`src/rtl/demux_sched_pkg.sv`:
```
// Shared types and helpers for the round-robin demux sequencer.
package demux_sched_pkg;

  typedef enum logic [0:0] {EMPTY, FULL} state_e;

  // Select width for n sinks, never narrower than one bit.
  function automatic int unsigned sel_w(input int unsigned n);
    return (n <= 2) ? 1 : $clog2(n);
  endfunction

endpackage

```
`src/rtl/demux_1_n.sv`:
```
// Combinational 1:N decoder: drives out_o[sel_i] with in_i, all other outputs low.
module demux_1_n
  import demux_sched_pkg::*;
#(
  parameter int unsigned N_OUT = 2,
  localparam int unsigned SelW = sel_w(N_OUT)
) (
  input  logic            in_i,
  input  logic [SelW-1:0] sel_i,
  output logic [N_OUT-1:0] out_o
);

  always_comb begin
    out_o = '0;
    for (int k = 0; k < int'(N_OUT); k++) begin
      out_o[k] = in_i & (sel_i == SelW'(k));
    end
  end

endmodule

```
`src/rtl/demux_rr_sched.sv`:
```
// One-beat buffered 1:N demux sequencer with round-robin/burst rotation.
// Define DEMUX_DEST_ROUTE_EN to steer by s_dest instead of rotating.
module demux_rr_sched
  import demux_sched_pkg::*;
#(
  parameter int unsigned N_OUT     = 2,
  parameter int unsigned DATA_W    = 8,
  parameter int unsigned BURST_LEN = 1,
  localparam int unsigned SelW = sel_w(N_OUT)
) (
  input  logic              clk,
  input  logic              rst,
  input  logic              s_valid,
  output logic              s_ready,
  input  logic [DATA_W-1:0] s_data,
  input  logic [SelW-1:0]   s_dest,
  output logic [N_OUT-1:0]  m_valid,
  input  logic [N_OUT-1:0]  m_ready,
  output logic [DATA_W-1:0] m_data,
  output logic [SelW-1:0]   cur_sel,
  output logic              err_drop
);

  state_e            state_q, state_d;
  logic [DATA_W-1:0] data_q, data_d;
  logic [SelW-1:0]   hold_q, hold_d;
  logic [SelW-1:0]   cur_q, cur_d;
  logic              deliver, accept;

`ifdef DEMUX_DEST_ROUTE_EN
  localparam logic [SelW:0] NOutW = (SelW + 1)'(N_OUT);

  logic err_q, err_d;
  logic dest_ok;

  assign dest_ok  = ({1'b0, s_dest} < NOutW);
  assign err_drop = err_q;
`else
  localparam int unsigned   BurstW    = sel_w(BURST_LEN);
  localparam logic [BurstW-1:0] LastBurst = BurstW'(BURST_LEN - 1);
  localparam logic [SelW-1:0]   LastSel   = SelW'(N_OUT - 1);

  logic [BurstW-1:0] burst_q, burst_d;
  logic              unused_dest;

  assign unused_dest = ^s_dest;
  assign err_drop    = 1'b0;
`endif

  // Only the selected sink's ready matters; other sinks are ignored.
  assign deliver = (state_q == FULL) & m_ready[hold_q];
  assign s_ready = (state_q == EMPTY) | deliver;
  assign accept  = s_valid & s_ready;

  always_comb begin
    state_d = state_q;
    data_d  = data_q;
    hold_d  = hold_q;
    cur_d   = cur_q;
`ifdef DEMUX_DEST_ROUTE_EN
    err_d   = 1'b0;
`else
    burst_d = burst_q;
`endif

    if (deliver) begin
      state_d = EMPTY;
    end

    if (accept) begin
`ifdef DEMUX_DEST_ROUTE_EN
      if (dest_ok) begin
        state_d = FULL;
        data_d  = s_data;
        hold_d  = s_dest;
        cur_d   = s_dest;
      end else begin
        // Bad destination: swallow the beat, leave the buffer as is.
        err_d = 1'b1;
      end
`else
      state_d = FULL;
      data_d  = s_data;
      hold_d  = cur_q;
      if (burst_q == LastBurst) begin
        burst_d = '0;
        cur_d   = (cur_q == LastSel) ? '0 : cur_q + SelW'(1);
      end else begin
        burst_d = burst_q + BurstW'(1);
      end
`endif
    end
  end

  always_ff @(posedge clk) begin
    if (rst) begin
      state_q <= EMPTY;
      data_q  <= '0;
      hold_q  <= '0;
      cur_q   <= '0;
`ifdef DEMUX_DEST_ROUTE_EN
      err_q   <= 1'b0;
`else
      burst_q <= '0;
`endif
    end else begin
      state_q <= state_d;
      data_q  <= data_d;
      hold_q  <= hold_d;
      cur_q   <= cur_d;
`ifdef DEMUX_DEST_ROUTE_EN
      err_q   <= err_d;
`else
      burst_q <= burst_d;
`endif
    end
  end

  demux_1_n #(
    .N_OUT(N_OUT)
  ) u_demux (
    .in_i (state_q == FULL),
    .sel_i(hold_q),
    .out_o(m_valid)
  );

  assign m_data  = data_q;
  assign cur_sel = cur_q;

endmodule

```
`config.mk`:
```
export PLATFORM = sky130hd
export DESIGN_NAME = demux_rr_sched
export DESIGN_NICKNAME = d
export VERILOG_FILES = /design/src/rtl/demux_sched_pkg.sv /design/src/rtl/demux_1_n.sv /design/src/rtl/demux_rr_sched.sv
export SDC_FILE = /design/constraint.sdc
export NUM_CORES = 1
export LEC_CHECK = 0
export CAP_MARGIN = 20
export CORE_AREA = 3 3 45 47
export DETAILED_ROUTE_END_ITERATION = 6
export DIE_AREA = 0 0 48 50
export GPL_ROUTABILITY_DRIVEN = 0
export HOLD_SLACK_MARGIN = 0.15
export PLACE_DENSITY = 0.79
export SKIP_CTS_REPAIR_TIMING = 1
export SLEW_MARGIN = 15
export SYNTH_ARGS = -nofsm -noshare
export SYNTH_HDL_FRONTEND = slang
export SYNTH_HIERARCHICAL = 1
export SYNTH_SLANG_ARGS = --single-unit
```
`constraint.sdc`:
```
create_clock -name clk -period 1.3 [get_ports clk]
set_input_delay 0.26 -clock clk [delete_from_list [all_inputs] [get_ports clk]]
set_output_delay 0.26 -clock clk [all_outputs]
set_load 0.1 [all_outputs]
```
After elaboration in Yosys (flattened, before gate mapping)
Cells that the tools add are included.
{ "totals": {"register_bits": 12, "input_bits": 14, "out_inout_bits": 13} }
{ "op_classes": {"addsub": 2, "n_lt_le_gt_ge": 1, "muxes": 6, "bitwise_logic": 8, "reduce_logical": 2} }
{ "ops": {"columns": ["operator", "count"], "rows": [
  ["two-way mux 1 bit", 6],
  ["bitwise AND 1 bit", 4],
  ["NOT 1 bit", 3],
  ["adder 1 bit (second input constant)", 2],
  ["< comparator 1 x 2 -> 1 bit (second input constant)", 1],
  ["AND reduction 2 bit", 1],
  ["nonzero test 2 bit", 1],
  ["bitwise OR 1 bit", 1]
]} }

Depth between registers and ports, before layout
{ "logic_depth": {"ltp_word": 6, "ltp_mapped": 4, "depth_no_buf": 3} }

Modules after synthesis
Netlist, hierarchy kept.
{ "by_module_without_submodules": {"columns": ["mod", "n_inst", "cells_each", "area_per_inst_um2", "seq_area_each_um2"], "rows": [
  ["demux_rr_sched", 1, 79, 671.9, 220.2],
  ["demux_1_n", 1, 2, 16.3, 0.0]
]} }

Worst setup path before layout
Ideal clock, no wire load.
{ "synth_path": {"kind": "register to output", "from": "register hold_q", "to": "output s_ready", "arrival_time_ns": 1.327, "path_slack_ns": -0.287, "stages_incl_launch_ff": 4, "n_path_buf": 1, "cell_sequence": "dfxtp_1 -> mux2i_1 -> buf_4 -> nand2_1"} }
{ "synth_between": {"elab_chain_cells": 4} }
{ "synth_lines": {"columns": ["element", "line_no", "source"], "rows": [
  ["from (decl)", "demux_rr_sched.sv:26", "logic [SelW-1:0] hold_q, hold_d;"],
  ["from (signal assigned)", "demux_rr_sched.sv:109", "hold_q <= hold_d;"],
  ["two-way mux 1 bit (not written as such) (2 in a row)", "demux_rr_sched.sv:51", "assign deliver = (state_q == FULL) & m_ready[hold_q];"],
  ["bitwise AND 1 bit", "demux_rr_sched.sv:51", null],
  ["bitwise OR 1 bit", "demux_rr_sched.sv:52", "assign s_ready = (state_q == EMPTY) | deliver;"],
  ["to (decl)", "demux_rr_sched.sv:14", "output logic s_ready,"]
]} }
Every way passes these cells. The select of a mux whose other input is x is not followed.

Worst setup path after layout
Same ends and word-level chain as after synthesis.

==> impl_results.md <==
- H-tree depth reported by CTS: 1
- Vias per cell: between 6 and 7
- CTS tree: done
- Achievable frequency: slightly below 0.7 GHz
- Post-DRT Antenna Nets: 0
- Final routed wirelength across all metal layers: 2.25 mm
- Library cell used as clock root buffer: sky130_fd_sc_hd__clkbuf_4
- Die area: about 0.0024 mm2
- Count of cell instances traversed by the critical path: 3
- Unrepaired setup endpoints after global routing: true
- Number of storage elements in the synthesis netlist: 11
- Clock transition time at the flip-flop clock pins of the worst setup and hold paths: roughly 0.07 ns
- Biggest area contributors in the synthesized netlist: sky130_fd_sc_hd__dfxtp_1 (32%), sky130_fd_sc_hd__nand4b_1 (11%), sky130_fd_sc_hd__o311ai_1 (11%)
- Number of top-level pins: 27
- Ratio of cells with drive above 1 in the final layout: 0.442
- Number of buffers on the longest clock path: 2
- Post-Syn Instances: around 80
- Type of the worst setup path: flip-flop to output port
- Library cell with the largest summed area after synthesis: sky130_fd_sc_hd__dfxtp_1
- Hold depth: 3
- Mapped Nets: 95
- Iter 0 DRT Violations: 21
- CP required: 1.04 ns
- Post-Place Cells: between 100 and 150
- Final clock period utilization by the worst path: 1.12
- Critical path, cell by cell: mux2i_4 > nand2_2 > buf_12
- Number of warnings reported in the yosys synthesis log: 6
- Setup crit end kind: output port
- Number of fill cells: roughly 100
- Delay of the slowest critical-path stage: between 0.3 and 0.4 ns
- PwrDens: between 1000 and 1500 mW/mm2
- Timing startpoint of the critical path: hold_q
- Mean Syn Cell Area: 8.50 um2
- Hold path startpoint: m_ready[0]
- Crit path arrival time: roughly 1.2 ns
- Number of global-route vias before repair: between 600 and 700
- Remaining global-route overflow: 0
- Hold Path End: hold_q
- Number of nets in the final layout: 128
- Startpoint Class: flip-flop
- Gate family responsible for the most delay along the worst path: flip-flops
- Share of the synthesized area in the top cell type: 0.320
- Commonest non-fill, non-tap cells in the layout: sky130_fd_sc_hd__buf_12 (13), sky130_fd_sc_hd__dfxtp_2 (10), sky130_fd_sc_hd__buf_4 (10)
- Initial Util: 0.407
- Hold Slack: 0.407 ns
- CORE AREA: about 0.0017 mm2
- Worst R2R Path Depth: 6
- Synthesis-to-layout area growth: 82.5%
- Worst path setup slack after routing: -0.150 ns
- Cts bufs inserted: 3
- Finished Layout Cells: 130
- Register-to-register path setup slack: -0.05 ns
- Count of unique library cells instantiated by Yosys: 23
- Clock sinks: 11
- Post-DR wirelength/cell: roughly 17 um
- Clock period minus worst slack: 1.45 ns
- Die span in x: around 48 um
- Violated checks: negative setup slack
- Worst path buffer plus inverter count: 1
- Result of the run: complete, but fails checks
- Maximum VDD drop: slightly above 0.8 mV
- Global routing usage summed across all routing layers: 0.178
- Number of max-slew violations in the final report: 0
- Antenna violations before repair: 0
- Cell area after synthesis: between 600 and 700 um2
- Max capacitance violation total: 0
- Seq/Total Area, Yosys: 0.320
- Overall power after layout: between 1 and 1.5 mW
- Setup WS pre-CTS: -0.466 ns
- Total via count in the routed design: 791
- Final setup violating endpoints: 8
- Std cell rows: 15
- Die Y-Extent: 50 um
- First-pass GRT wire length: 3.11 mm
- Type of the most critical hold path: input port to flip-flop
- First-pass detailed-route iteration total: 4
- DPL Wire Length: approximately 1.3 mm
- Pin count of the biggest net entering global routing: 30
- Port Buf Inserts: 24
- Leakage: between 0.4 and 0.5 nW
- Final Hold Vio Count: 0
- Later-pin clock latency in the skew report: roughly 0.27 ns
- Slowest library cell on the worst path: sky130_fd_sc_hd__dfxtp_4
- Antenna Cells: 0
- FF-to-FF End: m_data[3]
- Worst clock skew: approximately 0.0014 ns
- Most frequent standard cell in the layout excluding fill and tap cells: sky130_fd_sc_hd__buf_12
- Top fanout value on the critical path: 3
- Remaining design rule violation count: 0
- Worst reg2reg path startpoint: hold_q
## area by class of cell
| cell class | instances | area [um2] | area share |
|---|---|---|---|
| repair buffers | 38 | 510 | 0.406 |
| well taps | 17 | 21.3 | 0.0169 |
| flip-flops and latches | 11 | 236 | 0.188 |
| inverters | 3 | 11.3 | 0.00896 |
| multi-input cells | 57 | 450 | 0.359 |
| clock buffers | 4 | 26.3 | 0.0209 |
## power breakdown
group | switching, mW | internal [mW]
combinational | 0.393 | 0.268
clock | 0.119 | 0.119
sequential | 0.0465 | 0.377
total | 0.559 | 0.764
## worst max-delay path by stage
| stage | to | slack [ns] |
|---|---|---|
| after global placement | cur_sel | -0.40 |
| after floorplan | s_ready | -0.07 |
| after CTS | s_ready | -0.48 |
| after detailed placement | s_ready | -0.47 |
| final | s_ready | -0.15 |
| after global routing | s_ready | -0.17 |
## kinds of logic (layout without fill, tap and decap cells)
| group | after synthesis | after routing | synth area share |
|---|---|---|---|
| multiplexers | 1 | 1 | 0.0145 |
| AO/OA/AOI/OAI | 22 | 22 | 0.235 |
| other | 1 | 1 | 0.00545 |
| buffers and inverters | 13 | 45 | 0.111 |
| flip-flops | 11 | 11 | 0.320 |
| AND/OR/NAND/NOR | 33 | 33 | 0.315 |
## registers in the layout, indices dropped and copies added (netlist names)
| signal | flops |
|---|---|
| hold_q | 1 |
| cur_sel | 1 |
| state_q | 1 |
| m_data | 8 |
## routing by layer
| layer | global-route usage | routed length [um] | up-vias |
|---|---|---|---|
| li1 | - | - | 373 |
| met1 | 0.244 | 925 | 371 |
| met5 | 0 | 0 | - |
| met4 | 0.108 | 82 | 0 |
| met2 | 0.256 | 1100 | 41 |
| met3 | 0.0219 | 134 | 6 |
## cell usage after synthesis
cell                       count
sky130_fd_sc_hd__buf_6         1
sky130_fd_sc_hd__buf_4         4
sky130_fd_sc_hd__inv_2         1
sky130_fd_sc_hd__a21o_1        1
sky130_fd_sc_hd__nand2b_1      1
sky130_fd_sc_hd__a21oi_1       1
sky130_fd_sc_hd__buf_2         4
sky130_fd_sc_hd__o21ai_1       1
sky130_fd_sc_hd__clkbuf_1      1
sky130_fd_sc_hd__nand2_1      10
sky130_fd_sc_hd__nor2_1        1
sky130_fd_sc_hd__inv_1         2
sky130_fd_sc_hd__o311ai_1      9
sky130_fd_sc_hd__nor3b_1       9
sky130_fd_sc_hd__and2b_2       1
sky130_fd_sc_hd__mux2i_1       1
sky130_fd_sc_hd__a221oi_1      1
sky130_fd_sc_hd__nor2b_1       1
sky130_fd_sc_hd__nand4b_1      9
sky130_fd_sc_hd__and2_2        1
sky130_fd_sc_hd__dfxtp_1      11
sky130_fd_sc_hd__a31oi_1       9
sky130_fd_sc_hd__conb_1        1
## worst register-to-register path, stage by stage (launching register included)
cell	delay (ns)
sky130_fd_sc_hd__dfxtp_4	0.37
sky130_fd_sc_hd__mux2i_4	0.28
sky130_fd_sc_hd__buf_4	0.16
sky130_fd_sc_hd__buf_4	0.10
sky130_fd_sc_hd__buf_4	0.14
sky130_fd_sc_hd__nand4b_1	0.11
sky130_fd_sc_hd__o311ai_2	0.09
## metrics by stage
stage	util	instance area (um2)	TNS [ns]
CTS	0.654	1100	-1.85
global route	0.744	1260	-0.637
global placement	0.639	1080	-4.26
detailed placement	0.639	1080	-4.55
finish	0.744	1260	-0.420
floorplan	-	702	-0.0656
No activity file was read; power rests on OpenSTA's default activity.
